`src/rtl/boid_frame_sequencer_if.sv`:
```
// Bundle for boid_frame_sequencer: host control, M10K read/write ports and datapath record links.
// master = sequencer side; slave = the memory/datapath/host environment.
interface boid_frame_sequencer_if #(
    parameter int unsigned AW = 5
);
    logic        start;
    logic        busy;
    logic        done;
    logic [15:0] frame_cnt;

    logic [AW:0] mem_raddr;
    logic [31:0] mem_rdata_x;
    logic [31:0] mem_rdata_y;
    logic [31:0] mem_rdata_vx;
    logic [31:0] mem_rdata_vy;

    logic        mem_we;
    logic [AW:0] mem_waddr;
    logic [31:0] mem_wdata_x;
    logic [31:0] mem_wdata_y;
    logic [31:0] mem_wdata_vx;
    logic [31:0] mem_wdata_vy;

    logic        r_en_tot;
    logic        r_en_itr;
    logic [6:0]  wb_en;
    logic [31:0] x_in_xcel;
    logic [31:0] y_in_xcel;
    logic [31:0] vx_in_xcel;
    logic [31:0] vy_in_xcel;
    logic [31:0] x_out_xcel;
    logic [31:0] y_out_xcel;
    logic [31:0] vx_out_xcel;
    logic [31:0] vy_out_xcel;

    modport master (
        input  start, mem_rdata_x, mem_rdata_y, mem_rdata_vx, mem_rdata_vy,
               x_out_xcel, y_out_xcel, vx_out_xcel, vy_out_xcel,
        output busy, done, frame_cnt, mem_raddr, mem_we, mem_waddr,
               mem_wdata_x, mem_wdata_y, mem_wdata_vx, mem_wdata_vy,
               r_en_tot, r_en_itr, wb_en, x_in_xcel, y_in_xcel, vx_in_xcel, vy_in_xcel
    );

    modport slave (
        output start, mem_rdata_x, mem_rdata_y, mem_rdata_vx, mem_rdata_vy,
               x_out_xcel, y_out_xcel, vx_out_xcel, vy_out_xcel,
        input  busy, done, frame_cnt, mem_raddr, mem_we, mem_waddr,
               mem_wdata_x, mem_wdata_y, mem_wdata_vx, mem_wdata_vy,
               r_en_tot, r_en_itr, wb_en, x_in_xcel, y_in_xcel, vx_in_xcel, vy_in_xcel
    );
endinterface

```
`src/rtl/boid_frame_sequencer.sv`:
```
// Per-frame boid sequencer: for each self boid, streams self then all boids into the
// datapath, writes the updated record to the opposite bank, and swaps banks at frame end.
module boid_frame_sequencer #(
    parameter int unsigned N_BOIDS = 32,
    parameter int unsigned AW      = $clog2(N_BOIDS)
) (
    input logic                    clk,
    input logic                    reset,
    boid_frame_sequencer_if.master bus
);
    typedef enum logic [2:0] {
        StIdle, StSelfRd, StSelfLat, StIter, StWbSettle, StWbWrite, StDone
    } state_e;

    localparam logic [AW-1:0] LastIdx = AW'(N_BOIDS - 1);
    localparam logic [AW-1:0] OneIdx  = AW'(1);

    state_e        state_q, state_d;
    logic [AW-1:0] i_q, i_d;
    logic [AW-1:0] k_q, k_d;
    logic          rbank_q, rbank_d;
    logic [15:0]   frame_cnt_q, frame_cnt_d;
    logic [AW-1:0] k_inc;

    assign k_inc         = k_q + OneIdx;
    assign bus.frame_cnt = frame_cnt_q;

    always_ff @(posedge clk or negedge reset) begin
        if (!reset) begin
            state_q     <= StIdle;
            i_q         <= '0;
            k_q         <= '0;
            rbank_q     <= 1'b0;
            frame_cnt_q <= '0;
        end else begin
            state_q     <= state_d;
            i_q         <= i_d;
            k_q         <= k_d;
            rbank_q     <= rbank_d;
            frame_cnt_q <= frame_cnt_d;
        end
    end

    always_comb begin
        state_d          = state_q;
        i_d              = i_q;
        k_d              = k_q;
        rbank_d          = rbank_q;
        frame_cnt_d      = frame_cnt_q;
        bus.busy         = (state_q != StIdle);
        bus.done         = 1'b0;
        bus.mem_raddr    = '0;
        bus.mem_we       = 1'b0;
        bus.mem_waddr    = '0;
        bus.mem_wdata_x  = '0;
        bus.mem_wdata_y  = '0;
        bus.mem_wdata_vx = '0;
        bus.mem_wdata_vy = '0;
        bus.r_en_tot     = 1'b0;
        bus.r_en_itr     = 1'b0;
        bus.wb_en        = '0;
        bus.x_in_xcel    = '0;
        bus.y_in_xcel    = '0;
        bus.vx_in_xcel   = '0;
        bus.vy_in_xcel   = '0;

        unique case (state_q)
            StIdle: begin
                if (bus.start) begin
                    state_d = StSelfRd;
                    i_d     = '0;
                end
            end
            StSelfRd: begin
                bus.mem_raddr = {rbank_q, i_q};
                state_d       = StSelfLat;
            end
            StSelfLat: begin
                bus.r_en_tot   = 1'b1;
                bus.x_in_xcel  = bus.mem_rdata_x;
                bus.y_in_xcel  = bus.mem_rdata_y;
                bus.vx_in_xcel = bus.mem_rdata_vx;
                bus.vy_in_xcel = bus.mem_rdata_vy;
                // Prefetch neighbour 0 so it is on the read port during the first ITER cycle.
                bus.mem_raddr  = {rbank_q, {AW{1'b0}}};
                k_d            = '0;
                state_d        = StIter;
            end
            StIter: begin
                bus.x_in_xcel  = bus.mem_rdata_x;
                bus.y_in_xcel  = bus.mem_rdata_y;
                bus.vx_in_xcel = bus.mem_rdata_vx;
                bus.vy_in_xcel = bus.mem_rdata_vy;
                bus.r_en_itr   = (k_q != i_q);
                bus.mem_raddr  = {rbank_q, k_inc};
                if (k_q == LastIdx) begin
                    state_d = StWbSettle;
                end else begin
                    k_d = k_inc;
                end
            end
            StWbSettle: begin
                bus.wb_en = 7'h01;
                state_d   = StWbWrite;
            end
            StWbWrite: begin
                bus.wb_en        = 7'h01;
                bus.mem_we       = 1'b1;
                bus.mem_waddr    = {~rbank_q, i_q};
                bus.mem_wdata_x  = bus.x_out_xcel;
                bus.mem_wdata_y  = bus.y_out_xcel;
                bus.mem_wdata_vx = bus.vx_out_xcel;
                bus.mem_wdata_vy = bus.vy_out_xcel;
                if (i_q == LastIdx) begin
                    state_d = StDone;
                end else begin
                    i_d     = i_q + OneIdx;
                    state_d = StSelfRd;
                end
            end
            StDone: begin
                bus.done    = 1'b1;
                rbank_d     = ~rbank_q;
                frame_cnt_d = frame_cnt_q + 16'd1;
                state_d     = StIdle;
            end
            default: state_d = StIdle;
        endcase
    end
endmodule

```
`src/flat_wrapper.sv`:
```
// flat-port wrapper written by rule: the top's interface ports become plain ports
module boid_frame_sequencer_flat 
#(
    parameter int unsigned N_BOIDS = 32,
    parameter int unsigned AW      = $clog2(N_BOIDS)
)
  (clk, reset, bus_start, bus_mem_rdata_x, bus_mem_rdata_y, bus_mem_rdata_vx, bus_mem_rdata_vy, bus_x_out_xcel, bus_y_out_xcel, bus_vx_out_xcel, bus_vy_out_xcel, bus_busy, bus_done, bus_frame_cnt, bus_mem_raddr, bus_mem_we, bus_mem_waddr, bus_mem_wdata_x, bus_mem_wdata_y, bus_mem_wdata_vx, bus_mem_wdata_vy, bus_r_en_tot, bus_r_en_itr, bus_wb_en, bus_x_in_xcel, bus_y_in_xcel, bus_vx_in_xcel, bus_vy_in_xcel);
  boid_frame_sequencer_if #(.AW(AW)) bus_i ();
  input logic clk;
  input logic reset;
  input wire logic [$bits(bus_i.start)-1:0] bus_start;
  input wire logic [$bits(bus_i.mem_rdata_x)-1:0] bus_mem_rdata_x;
  input wire logic [$bits(bus_i.mem_rdata_y)-1:0] bus_mem_rdata_y;
  input wire logic [$bits(bus_i.mem_rdata_vx)-1:0] bus_mem_rdata_vx;
  input wire logic [$bits(bus_i.mem_rdata_vy)-1:0] bus_mem_rdata_vy;
  input wire logic [$bits(bus_i.x_out_xcel)-1:0] bus_x_out_xcel;
  input wire logic [$bits(bus_i.y_out_xcel)-1:0] bus_y_out_xcel;
  input wire logic [$bits(bus_i.vx_out_xcel)-1:0] bus_vx_out_xcel;
  input wire logic [$bits(bus_i.vy_out_xcel)-1:0] bus_vy_out_xcel;
  output wire logic [$bits(bus_i.busy)-1:0] bus_busy;
  output wire logic [$bits(bus_i.done)-1:0] bus_done;
  output wire logic [$bits(bus_i.frame_cnt)-1:0] bus_frame_cnt;
  output wire logic [$bits(bus_i.mem_raddr)-1:0] bus_mem_raddr;
  output wire logic [$bits(bus_i.mem_we)-1:0] bus_mem_we;
  output wire logic [$bits(bus_i.mem_waddr)-1:0] bus_mem_waddr;
  output wire logic [$bits(bus_i.mem_wdata_x)-1:0] bus_mem_wdata_x;
  output wire logic [$bits(bus_i.mem_wdata_y)-1:0] bus_mem_wdata_y;
  output wire logic [$bits(bus_i.mem_wdata_vx)-1:0] bus_mem_wdata_vx;
  output wire logic [$bits(bus_i.mem_wdata_vy)-1:0] bus_mem_wdata_vy;
  output wire logic [$bits(bus_i.r_en_tot)-1:0] bus_r_en_tot;
  output wire logic [$bits(bus_i.r_en_itr)-1:0] bus_r_en_itr;
  output wire logic [$bits(bus_i.wb_en)-1:0] bus_wb_en;
  output wire logic [$bits(bus_i.x_in_xcel)-1:0] bus_x_in_xcel;
  output wire logic [$bits(bus_i.y_in_xcel)-1:0] bus_y_in_xcel;
  output wire logic [$bits(bus_i.vx_in_xcel)-1:0] bus_vx_in_xcel;
  output wire logic [$bits(bus_i.vy_in_xcel)-1:0] bus_vy_in_xcel;
  assign bus_i.start = bus_start;
  assign bus_i.mem_rdata_x = bus_mem_rdata_x;
  assign bus_i.mem_rdata_y = bus_mem_rdata_y;
  assign bus_i.mem_rdata_vx = bus_mem_rdata_vx;
  assign bus_i.mem_rdata_vy = bus_mem_rdata_vy;
  assign bus_i.x_out_xcel = bus_x_out_xcel;
  assign bus_i.y_out_xcel = bus_y_out_xcel;
  assign bus_i.vx_out_xcel = bus_vx_out_xcel;
  assign bus_i.vy_out_xcel = bus_vy_out_xcel;
  assign bus_busy = bus_i.busy;
  assign bus_done = bus_i.done;
  assign bus_frame_cnt = bus_i.frame_cnt;
  assign bus_mem_raddr = bus_i.mem_raddr;
  assign bus_mem_we = bus_i.mem_we;
  assign bus_mem_waddr = bus_i.mem_waddr;
  assign bus_mem_wdata_x = bus_i.mem_wdata_x;
  assign bus_mem_wdata_y = bus_i.mem_wdata_y;
  assign bus_mem_wdata_vx = bus_i.mem_wdata_vx;
  assign bus_mem_wdata_vy = bus_i.mem_wdata_vy;
  assign bus_r_en_tot = bus_i.r_en_tot;
  assign bus_r_en_itr = bus_i.r_en_itr;
  assign bus_wb_en = bus_i.wb_en;
  assign bus_x_in_xcel = bus_i.x_in_xcel;
  assign bus_y_in_xcel = bus_i.y_in_xcel;
  assign bus_vx_in_xcel = bus_i.vx_in_xcel;
  assign bus_vy_in_xcel = bus_i.vy_in_xcel;
  boid_frame_sequencer #(.N_BOIDS(N_BOIDS), .AW(AW)) u_core (.clk(clk), .reset(reset), .bus(bus_i));
endmodule
```
`config.mk`:
```
export PLATFORM = sky130hd
export DESIGN_NAME = boid_frame_sequencer_flat
export DESIGN_NICKNAME = d
export VERILOG_FILES = /design/src/rtl/boid_frame_sequencer_if.sv /design/src/rtl/boid_frame_sequencer.sv /design/src/flat_wrapper.sv
export SDC_FILE = /design/constraint.sdc
export NUM_CORES = 1
export LEC_CHECK = 0
export BUFFER_PORTS_ARGS = -buffer_cell sky130_fd_sc_hd__buf_2
export CAP_MARGIN = 40
export CELL_PAD_IN_SITES_DETAIL_PLACEMENT = 0
export CELL_PAD_IN_SITES_GLOBAL_PLACEMENT = 1
export CORE_AREA = 2 2 214 216
export CTS_CLUSTER_DIAMETER = 100
export CTS_CLUSTER_SIZE = 24
export DETAILED_ROUTE_END_ITERATION = 8
export DIE_AREA = 0 0 216 218
export GPL_ROUTABILITY_DRIVEN = 0
export PLACE_DENSITY_LB_ADDON = 0.25
export SLEW_MARGIN = 10
export SYNTH_ARGS = -nofsm -noshare
export SYNTH_HDL_FRONTEND = slang
export SYNTH_SLANG_ARGS = --single-unit
```
`constraint.sdc`:
```
create_clock -name clk -period 5.6 [get_ports clk]
set_clock_uncertainty 0.1 [all_clocks]
set_input_delay 1.12 -clock clk [delete_from_list [all_inputs] [get_ports clk]]
set_output_delay 1.12 -clock clk [all_outputs]
set_load 0.02 [all_outputs]
```
---- After elaboration in Yosys (flattened, before gate mapping) ----
Index checks and enable logic that the tools add are counted.
cells by class
  add/subtract/negate cells ............... 3
  equal/unequal tests ..................... 13
  muxes and demuxes ....................... 24
  bitwise operators ....................... 1
  reductions and logical operators ........ 9
operators by type and width
  operator                 count
  $mux W32                 8
  $pmux W5 S2              2
  $pmux W3 S6              1
  $pmux W6 S3              1
  $add A16 B1 Y16 const B  1
  $mux W5                  3
  $add A5 B1 Y5 const B    2
  $eq A5 B5 Y1 const B     2
  $eq A3 B3 Y1 const B     3
  $mux W3                  3
  $eq A3 B2 Y1 const B     2
  $mux W6                  1
  $ne A2 B2 Y1 const B     3
  $mux W1                  5
  $ne A5 B5 Y1             1
  $reduce_and A2 Y1        2
  $reduce_bool A2 Y1       2
  $reduce_or A2 Y1         2
  $eq A3 B1 Y1 const B     1
  $logic_not A3 Y1         1
  $reduce_and A3 Y1        1
  $reduce_bool A3 Y1       1
  $ne A2 B1 Y1 const B     1
  $not A1 Y1               1
word-level totals
  register bits ........................... 30
  word-level logic and storage cells ...... 55

---- Longest topological paths before layout ----
Gate-level depths: netlist of the first run.
  word-level depth ........................ 3
  gate-level depth with buffers ........... 7
  gate-level depth less buffers ........... 7

---- Worst setup path before layout of the first run ----
Ideal clock, no wire load.
  path type ............................... register to output
  start ................................... register u_core.k_q[0]
  end ..................................... output bus_mem_raddr[4]
  arrival ................................. 1.478 ns
  data required time ...................... 4.380 ns
  path slack .............................. 2.902 ns
  cell stages (with the launch flop) ...... 6
  buffers on the path ..................... 0
  cells stage by stage .................... dfrtp_1 > ha_1 > and3_1 > ha_1 > mux2i_1 > nor2_1
on the way
  cells in the longest elaborated chain, start to end .. 2
ends and longest elaborated chain
  element                 RTL line                    RTL
  start, declared         boid_frame_sequencer.sv:20  logic [AW-1:0] k_q, k_d;
  start signal, assigned  boid_frame_sequencer.sv:38  k_q <= k_d;
  $add A5 B1 Y5           boid_frame_sequencer.sv:25  assign k_inc = k_q + OneIdx;
  $pmux W6 S3             boid_frame_sequencer.sv:67  unique case (state_q)
  end, declared           flat_wrapper.sv:23          output wire logic [$bits(bus_i.mem_raddr)-1:0] bus_mem_raddr;
Every way passes these cells.

---- Worst setup path after layout of the first run ----
  start ................................... register u_core.state_q[1]
  end ..................................... output bus_y_in_xcel[27]
on the way
  cells in the longest elaborated chain, start to end .. 3
  elaborated cells on any way between the ends .. 4
  classes of those cells .................. 2 x eq/ne; 1 x mux; 1 x reduce/logical
ends and longest elaborated chain
  element                         RTL line                    RTL
  start, declared                 boid_frame_sequencer.sv:18  state_e state_q, state_d;
  start signal, assigned          boid_frame_sequencer.sv:30  state_q <= StIdle;
  start signal, assigned          boid_frame_sequencer.sv:36  state_q <= state_d;
  $eq A3 B2 Y1                    boid_frame_sequencer.sv:67
  $reduce_or A2 Y1 (no line) (*)  --
  $mux W32 (*)                    boid_frame_sequencer.sv:67
  end, declared                   flat_wrapper.sv:34          output wire logic [$bits(bus_i.y_in_xcel)-1:0] bus_y_in_xcel;
Every way passes the cells marked *; elsewhere a longest branch is shown, timed or not.

==> results of run 1 <==
placed cells by master (no fill, tap or decap), types with 3 or more instances in the layout:
cell       synthesis  routed
and3_1           135     135
and2_1           129     129
inv_1              7       7
dfrtp_1           30      29
buf_2              5     548
nand3_1            5       5
o21ai_0            8       8
nand4_1            4       4
conb_1             1       6
xor2_1             7       7
nand2b_1           6       6
a22o_1             3       3
a21oi_1            6       6
xnor2_1           18      18
nor2_1            18      17
nand2_1           20      20
ha_1               5       5
clkbuf_16          0       5
power groups by stage:
stage,logic [mW],registers (mW),clock network (mW)
6_report,1.29,0.328,0.273
5_1_grt,1.40,0.339,0.294
4_1_cts,1.32,0.331,0.285
3_5_place_dp,1.31,0.335,0
3_3_place_gp,1.30,0.335,0
2_1_floorplan,0.800,0.280,0
cells by family after synthesis:
| group | share of synthesized area |
|---|---|
| fa+ha+maj | 0.01787 |
| other cells | 0.001071 |
| mux | 0.008935 |
| buf+inv | 0.07791 |
| simple gates | 0.5729 |
| flops | 0.2144 |
| compound gates | 0.04432 |
| xor+xnor | 0.06254 |
stage by stage:
stage	cells	setup slack (ns)	util	hold WS (ns)	cell area, um2
3_3_place_gp	1581	2.014	0.1522	0.3554	6833
5_1_grt	1590	1.415	0.1562	0.4135	7012
2_1_floorplan	486	2.902	-	0.3605	3520
3_5_place_dp	1582	1.925	0.1528	0.3669	6860
6_report	1592	1.656	0.1563	0.3722	7017
4_1_cts	1590	1.615	0.1562	0.3789	7012
layer usage:
metal  vias to the layer above  global-route usage
li1                       2610                   -
met1                      2397              0.1225
met2                       236              0.1588
met3                         9             0.01576
met4                         0             0.01164
met5                         -                   0
final cells by class:
class	count	area [um2]	area share
clock buffer	6	138.9	0.01979
antenna	2	5.005	0.0007133
inverter	7	26.28	0.003745
sequential	30	754.5	0.1075
tap	600	750.7	0.1070
multi-input combinational	393	2511	0.3579
clock inverter	2	12.51	0.001783
timing repair buffer	552	2818	0.4016
registers in the layout, indices dropped and copies added (netlist names):
name and cells:
u_core.i_q 5, u_core.bus.frame_cnt 16, u_core.state_q 3, u_core.k_q 5
u_core.rbank_q 1
worst max path at each step:
stage / from / endpoint / depth (start not counted)
6_report: u_core.state_q[1]$_DFFE_PN0P_ / bus_y_in_xcel[27] / 5
3_5_place_dp: u_core.state_q[1]$_DFFE_PN0P_ / bus_y_in_xcel[6] / 5
2_1_floorplan: u_core.k_q[0]$_DFFE_PN0P_ / bus_mem_raddr[4] / 5
4_1_cts: u_core.state_q[1]$_DFFE_PN0P_ / bus_y_in_xcel[6] / 5
5_1_grt: u_core.state_q[1]$_DFFE_PN0P_ / bus_y_in_xcel[7] / 5
3_3_place_gp: u_core.state_q[1]$_DFFE_PN0P_ / bus_y_in_xcel[7] / 5
worst register-to-register path, stage by stage (launching register included):
cell and delay, ns:
dfrtp_4 0.61, buf_4 0.30, buf_16 0.23, or3b_4 0.49, nand2_1 0.09, nand2_1 0.11, mux2_2 0.29
synthesized netlist by cell type (all sizes together) (7+ instances only):
library cell,number,area [um2]
and2,129,807.0
and3,135,844.6
buf,13,85.07
clkbuf,43,161.4
dfrtp,30,750.7
inv,7,26.28
nand2,20,75.07
nor2,18,67.56
o21ai,8,40.04
xnor2,18,157.7
xor2,7,61.31
==> summary.md, run 1 <==
| Metric | Value |
|---|---|
| Avg Cell Area, Syn | `7.278 um2` |
| Comb power frac | `0.681` |
| Pwr dens | `268.9 mW/mm2` |
| Sw Share | `0.5332` |
| Main flop type after synthesis | `dfrtp_1` |
| Global route overflow | `0` |
| Syn Std Cell Area | `0.003501 mm2` |
| Post-DP HPWL | `20.79 mm` |
| Post-CTS Setup Bufs | `0` |
| Setup crit start kind | `register` |
| Status | `completed` |
| Largest delay share family, worst path | `simple AND/OR/NAND/NOR gates` |
| Starting Density | `0.07798` |
| Largest net degree at the start of global routing | `136` |
| Synth-to-layout area growth | `100.4%` |
| DR WL met3 | `1.593 mm` |
| Setup crit end kind | `primary output` |
| Internal | `0.8807 mW` |
| Post-route DRC | `0` |
| Share of cells above drive strength 1 | `0.5758` |
| Post-synth EDFFs | `0` |
| Peak Freq | `0.2535 GHz` |
| Core area | `0.04489 mm2` |
| Initial antenna violation count | `0` |
| Met2 WL post-DR | `12.24 mm` |
| Relative slew margins | `0.4799` |
| Worst Path Required | `4.38 ns` |
| First-pass GRT wire length | `32.75 mm` |
| Synth Register Bits | `30` |
| Chip width | `216 um` |
| Clock Power Share | `0.145` |
| Tcrit/Tclk final | `0.7043` |
| Worst min-delay path startpoint | `u_core.bus.frame_cnt[15]$_DFFE_PN0P_` |
| Kind of critical path | `register to primary output` |
| Die area | `0.04709 mm2` |
| Clock Tree Buf Depth | `2` |
| Syn Inst Count | `481` |
| Nets | `1253` |
| Maximum VDD drop | `0.1383 mV` |
| Die Y | `218 um` |
| Worst R2R End | `u_core.i_q[0]$_DFFE_PN0P_` |
| M1 WL | `10.62 mm` |
| Final Critical Period | `3.944 ns` |
| Worst path max stage delay | `0.79 ns` |
| Clock-pin slew on the worst setup and hold paths | `0.05 ns` |
| Tot Pwr | `1.887 mW` |
| Unrepaired setup endpoints after global routing | `no` |
| # clock sinks | `30` |
| First-pass detailed-route iteration total | `4` |
| Post_cts resized | `0` |
| Buffers on Ports | `548` |
| Total wire length | `24.64 mm` |
| Total CTS buffers | `5` |
| Number of hold violations in the final report | `0` |
| R2r worst-path depth | `6` |
| Root Buffer | `clkbuf_16` |
| Row cnt | `78` |
| Leakage power | `4.473 nW` |
| Total negative setup slack | `0 ns` |
| Worst Hold Class | `register to register` |
| Fin. max-slew vios | `0` |
| Vias in the first global route | `4856` |
| Sw power | `1.006 mW` |
| Io pins | `555` |
| Maxcap violations | `0` |
| Critical Path AT | `2.72 ns` |
| Top sig layer | `met4` |
| CP bufs+invs | `3` |
| Hold buffers post-CTS | `0` |
| Register-to-register setup slack | `3.26 ns` |
| Async SR Flop Fraction | `1.000` |
| CTS H-tree lvls | `2` |
| Routed wire length per instance | `15.48 um` |
| Fillcell total | `5291` |
| Worst hold stages | `1` |
| Synth cell types | `41` |
| Tightest Pin Transition | `0.7782 ns` |
| Worst hold endpoint | `u_core.bus.frame_cnt[15]$_DFFE_PN0P_` |
| Setup violations, final | `0` |
| Critical path's slowest cell | `dfrtp_1` |
| Clock Latency Late Sink | `0.27 ns` |
| DRT antenna net count | `0` |
| 1st-iter DRT viols | `269` |
| Crit Path Max Fanout | `87` |
| Sequential area share after synthesis | `0.2144` |
| Yosys warns | `0` |
| Reg power frac | `0.174` |
| Crit-path cells | `inv_1, nor2_4, buf_12, and2_1, buf_2` |
| GRT Total Usage | `0.09193` |
| R2r startpoint | `u_core.state_q[0]$_DFFE_PN0P_` |
| Vias per cell | `3.299` |
| Vias post-DR | `5252` |
| CTS tree | `built` |
No activity file was read; power rests on OpenSTA's default activity.
==> inputs of run 2 (changes only) <==
--- a/config.mk
+++ b/config.mk
@@ -9,11 +9,11 @@
 export CAP_MARGIN = 40
 export CELL_PAD_IN_SITES_DETAIL_PLACEMENT = 0
 export CELL_PAD_IN_SITES_GLOBAL_PLACEMENT = 1
-export CORE_AREA = 2 2 214 216
+export CORE_AREA = 2 2 215 217
 export CTS_CLUSTER_DIAMETER = 100
 export CTS_CLUSTER_SIZE = 24
 export DETAILED_ROUTE_END_ITERATION = 8
-export DIE_AREA = 0 0 216 218
+export DIE_AREA = 0 0 217 219
 export GPL_ROUTABILITY_DRIVEN = 0
 export PLACE_DENSITY_LB_ADDON = 0.25
 export SLEW_MARGIN = 10
==> constraint.sdc (replaced) <==
create_clock -name clk -period 3.5 [get_ports clk]
set_clock_uncertainty 0.1 [all_clocks]
set_input_delay 0.7 -clock clk [delete_from_list [all_inputs] [get_ports clk]]
set_output_delay 0.7 -clock clk [all_outputs]
set_load 0.02 [all_outputs]
==> run 2 against run 1 <==
- clock-buffer cell count grew 1
- core utilization shrank 0.076 points
- highest routed layer is now met5
- register-to-register slack lost 1.8 ns
- hold slack is essentially flat
- global-route usage shrank 0.75 points
- sequential cell count is the same
- clock power grew 58%
==> summary.md, run 2 (synthesis gave the netlist of run 1 again) <==
| Metric | Value |
|---|---|
| CTS H-tree lvls | `2` |
| Commonest non-fill, non-tap cell in the layout | `buf_2` |
| Comb power frac | `0.683` |
| Hold buffers post-CTS | `0` |
| Chip width | `217 um` |
| # clock sinks | `30` |
| Post_cts resized | `0` |
| Critical Path AT | `2.02 ns` |
| CTS tree | `built` |
| Status | `completed` |
| Sw power | `1.546 mW` |
| Worst Hold Class | `register to register` |
| Post-route DRC | `0` |
| Tot Pwr | `2.947 mW` |
| Io pins | `555` |
| Final Cell Area | `0.007013 mm2` |
| Maxcap violations | `0` |
| First-pass detailed-route iteration total | `4` |
| Maximum VDD drop | `0.3425 mV` |
| Vias per cell | `3.288` |
| Worst path max stage delay | `0.61 ns` |
| Global route overflow | `0` |
| Sw Share | `0.5245` |
| Nets | `1254` |
| Cell area after placement | `0.006860 mm2` |
| Buffers on Ports | `548` |
| Tightest Pin Transition | `0.7485 ns` |
| Largest delay share family, worst path | `buffers and inverters` |
| Critical path's slowest cell | `dfrtp_1` |
| Vias post-DR | `5237` |
| Die area | `0.04752 mm2` |
| Peak Freq | `0.3548 GHz` |
| CP bufs+invs | `3` |
| Largest register FFs | `16` |
| Unrepaired setup endpoints after global routing | `no` |
| Die Y | `219 um` |
| Largest net degree at the start of global routing | `134` |
| Row cnt | `78` |
| Clock Latency Late Sink | `0.27 ns` |
| Total negative setup slack | `0 ns` |
| Final Critical Period | `2.819 ns` |
| GRT Total Usage | `0.08439` |
| Relative slew margins | `0.5010` |
| Clock Tree Buf Depth | `2` |
| Tcrit/Tclk final | `0.8054` |
| Crit-path cells | `inv_1, nor2_4, buf_12, and2_1, buf_2` |
| Kind of critical path | `register to primary output` |
| Starting Density | `0.07764` |
| Crit Path Max Fanout | `128` |
| Post-CTS Setup Bufs | `0` |
| First-pass GRT wire length | `30.86 mm` |
| Fin. max-slew vios | `0` |
| Clock-pin slew on the worst setup and hold paths | `0.05 ns` |
| Share of cells above drive strength 1 | `0.5752` |
| Vias in the first global route | `4840` |
| Routed wire length per instance | `14.32 um` |
| DRT antenna net count | `0` |
| Clock Power Share | `0.146` |
| Total wire length | `22.81 mm` |
| Synth-to-layout area growth | `100.3%` |
| Setup violations, final | `0` |
| Fillcell total | `5302` |
| Most frequent cells in the layout | `buf_2 (548), and3_1 (135), and2_1 (129)` |
| Worst Path Required | `2.70 ns` |
| Pwr dens | `420.3 mW/mm2` |
| Setup crit start kind | `register` |
| Post-DP HPWL | `19.31 mm` |
| Internal | `1.401 mW` |
| Number of hold violations in the final report | `0` |
| Reg power frac | `0.171` |
| 1st-iter DRT viols | `289` |
| Setup crit end kind | `primary output` |
| Leakage power | `4.476 nW` |
| Core area | `0.04509 mm2` |
| Root Buffer | `clkbuf_16` |
| Initial antenna violation count | `4` |
| Total CTS buffers | `5` |
-- run 2: metal layers --
layer | vias up | track usage | share of wire | routed length, um
met2 | 254 | 0.1495 | 0.51 | 11620
met5 | - | 0 | 0.0011 | 26
met3 | 12 | 0.02287 | 0.082 | 1870
met1 | 2358 | 0.1029 | 0.40 | 9038
li1 | 2609 | - | - | -
met4 | 4 | 0.01416 | 0.011 | 255
-- run 2: worst register-to-register path: stages (launching register included) --
cell,delay (ns)
dfrtp_1,0.45
ha_1,0.29
and3_1,0.20
ha_1,0.27
or4_1,0.52
nand2_1,0.08
a22o_1,0.11
-- run 2: through the flow --
step / instances / hold WS, ns / setup slack (ns) / util
after floorplan: 486 / 0.3044 / 1.222 / -
after global placement: 1583 / 0.3565 / 0.9732 / 0.1522
after detailed placement: 1583 / 0.3663 / 0.9686 / 0.1522
after CTS: 1591 / 0.3732 / 0.6591 / 0.1554
after global routing: 1592 / 0.3877 / 0.5301 / 0.1555
final: 1593 / 0.3725 / 0.6812 / 0.1555
-- run 2: worst paths after layout --
kind | from | to | slack (ns) | cells after the start
max | u_core.state_q[1]$_DFFE_PN0P_ | bus_x_in_xcel[31] | 0.68 | 5
min | u_core.bus.frame_cnt[15]$_DFFE_PN0P_ | u_core.bus.frame_cnt[15]$_DFFE_PN0P_ | 0.37 | 1
max reg2reg | u_core.k_q[0]$_DFFE_PN0P_ | u_core.k_q[3]$_DFFE_PN0P_ | 1.42 | 6
min reg2reg | u_core.bus.frame_cnt[15]$_DFFE_PN0P_ | u_core.bus.frame_cnt[15]$_DFFE_PN0P_ | 0.37 | 1
max in group asynchronous | reset | u_core.state_q[0]$_DFFE_PN0P_ | 2.35 | 1
min in group asynchronous | reset | u_core.bus.frame_cnt[5]$_DFFE_PN0P_ | 0.39 | 1
-- run 2: power groups by stage --
stage	Combinational (mW)	Sequential, mW	Clock (mW)
6_report	2.01	0.504	0.430
5_1_grt	2.21	0.519	0.470
4_1_cts	2.06	0.507	0.448
3_5_place_dp	2.05	0.514	0
3_3_place_gp	2.07	0.515	0
2_1_floorplan	1.28	0.448	0
-- run 2: cell type report --
cell class,count,area (um2),share of cell area
Clock inverter,1,5.005,0.0007136
Multi-Input combinational cell,393,2511,0.3581
Antenna cell,2,5.005,0.0007136
Inverter,7,26.28,0.003747
Tap cell,600,750.7,0.1070
Clock buffer,7,142.6,0.02034
Timing Repair Buffer,553,2818,0.4018
Sequential cell,30,754.5,0.1076
